File: config.mk
export PLATFORM = sky130hd
export DESIGN_NAME = writeback_queue
export DESIGN_NICKNAME = d
export VERILOG_FILES = /design/src/rtl/writeback_queue.sv
export SDC_FILE = /design/constraint.sdc
export NUM_CORES = 1
export LEC_CHECK = 0
export ABC_CLOCK_PERIOD_IN_PS = 7200
export CAP_MARGIN = 20
export CORE_ASPECT_RATIO = 0.6
export CORE_UTILIZATION = 40
export DETAILED_ROUTE_END_ITERATION = 7
export SLEW_MARGIN = 20
export SYNTH_ARGS = -nofsm -noshare
export SYNTH_HDL_FRONTEND = slang
export SYNTH_SLANG_ARGS = --single-unit
File: constraint.sdc
create_clock -name clock -period 7.2 [get_ports clock]
set_input_delay 2.16 -clock clock [delete_from_list [all_inputs] [get_ports clock]]
set_output_delay 2.16 -clock clock [all_outputs]
set_load 0.02 [all_outputs]
File: src/rtl/writeback_queue.sv
// writeback_queue: in-order write-back FIFO feeding the register file's single
// write port. ALU and long-latency results enter by valid/ready handshake, one
// entry drains per cycle, and queued-but-unwritten results are forwarded to rs/rt.
module writeback_queue #(
  parameter int DEPTH = 4
) (
  input  logic                     clock,
  input  logic                     resetN,
  input  logic                     aluValid,
  input  logic [4:0]               aluRd,
  input  logic [31:0]              aluData,
  output logic                     aluReady,
  input  logic                     lngValid,
  input  logic [4:0]               lngRd,
  input  logic [31:0]              lngData,
  output logic                     lngReady,
  output logic [4:0]               rd,
  output logic [31:0]              rdIn,
  output logic                     rdWrite,
  input  logic [4:0]               rs,
  input  logic [4:0]               rt,
  output logic                     rsHit,
  output logic                     rtHit,
  output logic [31:0]              rsFwd,
  output logic [31:0]              rtFwd,
  output logic [$clog2(DEPTH):0]   pending
);
  localparam int PW = $clog2(DEPTH);
  localparam int CW = PW + 1;

  typedef struct packed {
    logic [4:0]  rd;
    logic [31:0] data;
  } entry_t;

  entry_t          mem [DEPTH];
  logic [PW-1:0]   head, tail, lngPtr;
  logic [CW-1:0]   count, free;
  logic            notEmpty, aluStore, lngStore;

  // Space accounting: the head slot popped this cycle is reusable right away,
  // and the ALU claims space before the long-latency source.
  always_comb begin
    notEmpty = (count != '0);
    free     = CW'(DEPTH) - count + CW'(notEmpty);
    aluReady = (free >= CW'(1));
    lngReady = aluValid ? (free >= CW'(2)) : (free >= CW'(1));
    // $zero destinations complete the handshake but are never stored
    aluStore = aluValid && aluReady && (aluRd != 5'd0);
    lngStore = lngValid && lngReady && (lngRd != 5'd0);
    // long entry lands behind the ALU entry only if the ALU one was stored
    lngPtr   = tail + PW'(aluStore);
  end

  // Drain port: head entry goes straight to the register file whenever present
  always_comb begin
    rdWrite = notEmpty;
    rd      = notEmpty ? mem[head].rd   : 5'd0;
    rdIn    = notEmpty ? mem[head].data : 32'd0;
    pending = count;
  end

  // Forwarding: scan oldest to youngest so the youngest match wins; the head
  // is included since the file only captures it at the end of this cycle.
  always_comb begin
    logic [PW-1:0] idx;
    idx   = head;
    rsHit = 1'b0;
    rtHit = 1'b0;
    rsFwd = 32'd0;
    rtFwd = 32'd0;
    for (int i = 0; i < DEPTH; i++) begin
      idx = head + PW'(i);
      if (CW'(i) < count) begin
        if (rs != 5'd0 && mem[idx].rd == rs) begin
          rsHit = 1'b1;
          rsFwd = mem[idx].data;
        end
        if (rt != 5'd0 && mem[idx].rd == rt) begin
          rtHit = 1'b1;
          rtFwd = mem[idx].data;
        end
      end
    end
  end

  // Pointer and occupancy update; reset discards everything still queued
  always_ff @(posedge clock) begin
    if (!resetN) begin
      head  <= '0;
      tail  <= '0;
      count <= '0;
    end else begin
      if (notEmpty) head <= head + PW'(1);
      tail  <= tail + PW'(aluStore) + PW'(lngStore);
      count <= count - CW'(notEmpty) + CW'(aluStore) + CW'(lngStore);
    end
  end

  // Entry storage; contents are qualified by count so they need no reset
  always_ff @(posedge clock) begin
    if (aluStore) mem[tail]   <= '{rd: aluRd, data: aluData};
    if (lngStore) mem[lngPtr] <= '{rd: lngRd, data: lngData};
  end
endmodule
==> reports/qor.yml <==
max_ir_drop_vdd_v: 0.0003126
synth_area_leaders: "sky130_fd_sc_hd__edfxtp_1 35%, sky130_fd_sc_hd__mux2_2 15%, sky130_fd_sc_hd__mux4_2 14%"
worst_ep_arrival_time_ns: 4.96
post_synthesis_sequential_area_ratio_pct: 36.40
placement.io_buffers: 196
yosys_warnings: 0
worst-path-max-fanout: 20
dieHeight_um: 140.0
cp_num_buf_inv: 4
hold_viol: 0
critPathSlowestCell: "sky130_fd_sc_hd__clkdlybuf4s50_1"
startpoint_type_of_the_worst_setup_path: "primary input"
ys_seq_elements: 157
place_congestion: 0.9136
syn-num-nets: 1198
cellLeakagePower_nw: 5.811
cp_top_family: "buffers and inverters"
postLayoutCellArea_um2: 16160
share_of_the_synthesized_area_in_compound_gates_ao_oa_aoi_oai_pct: 14.86
cts.reportedPaths.clkPinSlew_ns: 0.07
synth_area_per_cell_um2: 11.55
final_antenna_violating_net_count: 0
sequential_power_share_pct: 24.0
timing_max_transition_violations_final: 0
chipWidth_um: 232.1
drt-pass1-iter-count: 5
synth_enable_flop_cells: 148
global_route_track_usage_on_met1_pct: 40.68
placeableCoreArea_um2: 31220
initial_core_util_pct: 40.70
run_status: "finished clean"
tritoncts: "done"
worst-endpoint-required_ns: 5.04
grt_most_used_layer: "met1"
number_of_global_route_vias_before_repair: 10340
syn-instance-count: 1100
routed_wire_length_per_instance_um: 26.15
power.switching_fraction_pct: 44.46
critical_path_most_common_cell: "sky130_fd_sc_hd__clkdlybuf4s50_1"
library_cell_with_the_largest_summed_area_after_synthesis: "sky130_fd_sc_hd__edfxtp_1"
syn_area_um2: 12700
cts.sink_count: 157
global_route_congestion_overflow_total: 0
cts_htree_levels: 4
dpl_cell_area_um2: 15360
drv_cap: 0
parity_gate_share_of_the_synthesized_area_counting_xor_and_xnor_cells_pct: 2.895
via_count: 10890
post_synthesis_share_of_cell_area_spent_on_full_adders_half_adders_and_majority_gates_pct: 1.103
finalSetupViolCount: 0
drcViolationCount: 0
async_reset_ff_share_pct: 0
number_of_distinct_library_cell_variants_in_the_gate_level_netlist_after_synthesis: 44
placementRows: 50
grtUsageTotal_pct: 27.21
synthDominantCellAreaShare_pct: 34.98
dominant_combinational_cell_family_by_area_after_synthesis: "multiplexers"
synth_simple_gate_area_share_pct: 7.849
grt_antenna_before_repair: 2
timing.final.crit_period_ns: 7.121
largest_net_degree_at_the_start_of_global_routing: 103
number_of_clock_buffers_inserted_by_tritoncts: 17
hold_class: "flip-flop to flip-flop"
dp.cells: 1651
synth_ff_type: "sky130_fd_sc_hd__edfxtp_1"
worst_skew_pair.late_latency_ns: 0.45
post_layout_nonfiller_instances: 1691
layout_worst_path_cycle_share_pct: 98.90
power.combinational.fraction_pct: 62.8
clock_buffer_depth: 2
cp_cell_sequence: "clkdlybuf4s50_1 -> buf_4 -> xnor2_1 -> nand3_1 -> or3_1 -> nor2_4 -> buf_12 -> a221oi_1 -> o22ai_1 -> clkdlybuf4s50_1"
num_io_pins: 197
met3_usage_pct: 7.431
dp.final_hpwl_um: 28320
yosys.cell_count.top_type: "sky130_fd_sc_hd__mux2_2"
switchingPower_mw: 3.299
global_route_wire_length_before_repair_um: 65900
layout-drive-gt1-share_pct: 28.75
clock_power_share_pct: 13.2
ctsRootBufferMaster: "sky130_fd_sc_hd__clkbuf_16"
number_of_nets_at_the_end_of_the_flow: 1358
internal_power_mw: 4.121
post_synth_most_frequent_cells: "171 x sky130_fd_sc_hd__mux2_2, 148 x sky130_fd_sc_hd__edfxtp_1, 79 x sky130_fd_sc_hd__mux4_2"
dr.first_iter.drc_count: 1400
wl_um: 44210
fmax_ghz: 0.1404
timing_worst_setup_path_type: "primary input to output pin"
fp.dieArea_um2: 32500
groute.layer.met2.usage_pct: 38.35
powerDensity_nw_per_um2: 459.2
signed_area_change_from_the_synthesized_netlist_to_the_final_layout_pct: 27.20
critical_path.endpoint_type: "output pin"
pin_slew_with_the_least_headroom_to_its_limit_ns: 0.9285
crit_path_max_incr_delay_ns: 0.66
muxShareOfSynthArea_pct: 32.39
max_slew_margin_pct: 38.03
final.setup_skew_ns: 0.006573
drt-vias-per-instance: 6.440
## state kept, by name, indices dropped and copies added, names as in the netlist, named ones only
signal,cells
pending,3
tail,2
mem,148
head,2
## metal layers
| metal | vias to the layer above | routed length (µm) | share of wire [%] |
|---|---|---|---|
| li1 | 4718 | - | - |
| met1 | 5477 | 20360 | 46 |
| met2 | 647 | 18640 | 42 |
| met3 | 48 | 4541 | 10 |
| met4 | 0 | 676 | 1.5 |
| met5 | - | 0 | 0 |
## worst register-to-register path, stage by stage, from the launching register on
cell and delay (ns):
sky130_fd_sc_hd__dfxtp_1 0.35, sky130_fd_sc_hd__inv_1 0.20, sky130_fd_sc_hd__nand3_1 0.26, sky130_fd_sc_hd__clkinv_1 0.10, sky130_fd_sc_hd__buf_4 0.50, sky130_fd_sc_hd__ha_1 0.34
sky130_fd_sc_hd__nand2b_1 0.14, sky130_fd_sc_hd__o21ai_1 0.25, sky130_fd_sc_hd__o311a_1 0.31, sky130_fd_sc_hd__ha_1 0.23, sky130_fd_sc_hd__xor2_1 0.26, sky130_fd_sc_hd__nand3_2 0.63
sky130_fd_sc_hd__o21ai_4 0.46, sky130_fd_sc_hd__buf_4 0.59
## power groups by stage
stage / sequential (mW) / clock, mW / combinational [mW]
after floorplan: 1.62 / 0 / 3.11
after global placement: 1.77 / 0 / 4.56
after detailed placement: 1.79 / 0 / 4.58
after CTS: 1.78 / 0.990 / 4.61
after global routing: 1.83 / 1.03 / 4.93
final: 1.78 / 0.979 / 4.66
## timing repair
action,in CTS,in global routing
setup endpoints to repair,18,43
gates cloned,0,1
hold buffers,0,0
hold endpoints to repair,0,0
gates resized for setup,2,34
buffers inserted,0,5
pin swaps,0,2
## final cells by class
cell class | count | area (µm²)
Clock buffer | 18 | 429.2
Fill cell | 2757 | 15060
Inverter | 25 | 93.84
Sequential cell | 157 | 4637
Tap cell | 416 | 520.5
Timing Repair Buffer | 253 | 2651
Multi-Input combinational cell | 806 | 7630
Antenna cell | 2 | 5.005
Clock inverter | 14 | 193.9
## per-stage QoR
stage | hold slack (ns) | worst slack [ns] | utilization (%) | total power [mW] | setup TNS, ns
after global placement | 0.7516 | -0.04567 | 49.19 | 6.335 | -0.3934
after global routing | 0.8148 | -0.009933 | 51.77 | 7.792 | -0.01368
after detailed placement | 0.7548 | -0.04620 | 49.19 | 6.371 | -0.1369
final | 0.7781 | 0.07927 | 51.77 | 7.420 | 0
after CTS | 0.7780 | 0.05506 | 51.22 | 7.379 | 0
after floorplan | 0.7235 | 0.8120 | - | 4.725 | 0
## cell families after synthesis
kind of cell	count (synthesis)
adders and majority gates	10
DFF	157
AOI/OAI and AO/OA	271
muxes	291
buffers and inverters	137
xor gates and xnor gates	42
and+or+nand+nor	192
## worst paths after layout
path,startpoint,endpoint,slack (ns),cells after the start
setup reg to reg,pending[1]$_SDFF_PN0_,mem[3][16]$_DFFE_PP_,2.20,13
hold reg to reg,pending[0]$_SDFF_PN0_,pending[0]$_SDFF_PN0_,0.78,3
setup / recovery,rs[2],rsFwd[0],0.08,10
hold / removal,pending[0]$_SDFF_PN0_,pending[0]$_SDFF_PN0_,0.78,3
## placed cells by master, fill, tap and decap left out, types with 8 or more instances in the layout
cell                                n
sky130_fd_sc_hd__xnor2_1           30
sky130_fd_sc_hd__mux4_2            79
sky130_fd_sc_hd__edfxtp_1         148
sky130_fd_sc_hd__o31a_1            14
sky130_fd_sc_hd__xor2_1            12
sky130_fd_sc_hd__buf_12            14
sky130_fd_sc_hd__nand2_1           59
sky130_fd_sc_hd__mux2i_1           41
sky130_fd_sc_hd__o22ai_1           64
sky130_fd_sc_hd__nor2_1            19
sky130_fd_sc_hd__o21ai_1           15
sky130_fd_sc_hd__buf_4             43
sky130_fd_sc_hd__ha_1               8
sky130_fd_sc_hd__clkdlybuf4s50_1  166
sky130_fd_sc_hd__nor2b_1           52
sky130_fd_sc_hd__inv_1             22
sky130_fd_sc_hd__a211oi_1          18
sky130_fd_sc_hd__o21ai_0           68
sky130_fd_sc_hd__dlymetal6s2s_1    28
sky130_fd_sc_hd__o311a_1           15
sky130_fd_sc_hd__and2_1            20
sky130_fd_sc_hd__a221oi_1          62
sky130_fd_sc_hd__clkbuf_16         18
sky130_fd_sc_hd__mux2_2           171
Note: power is estimated with default switching activity, not from simulation.
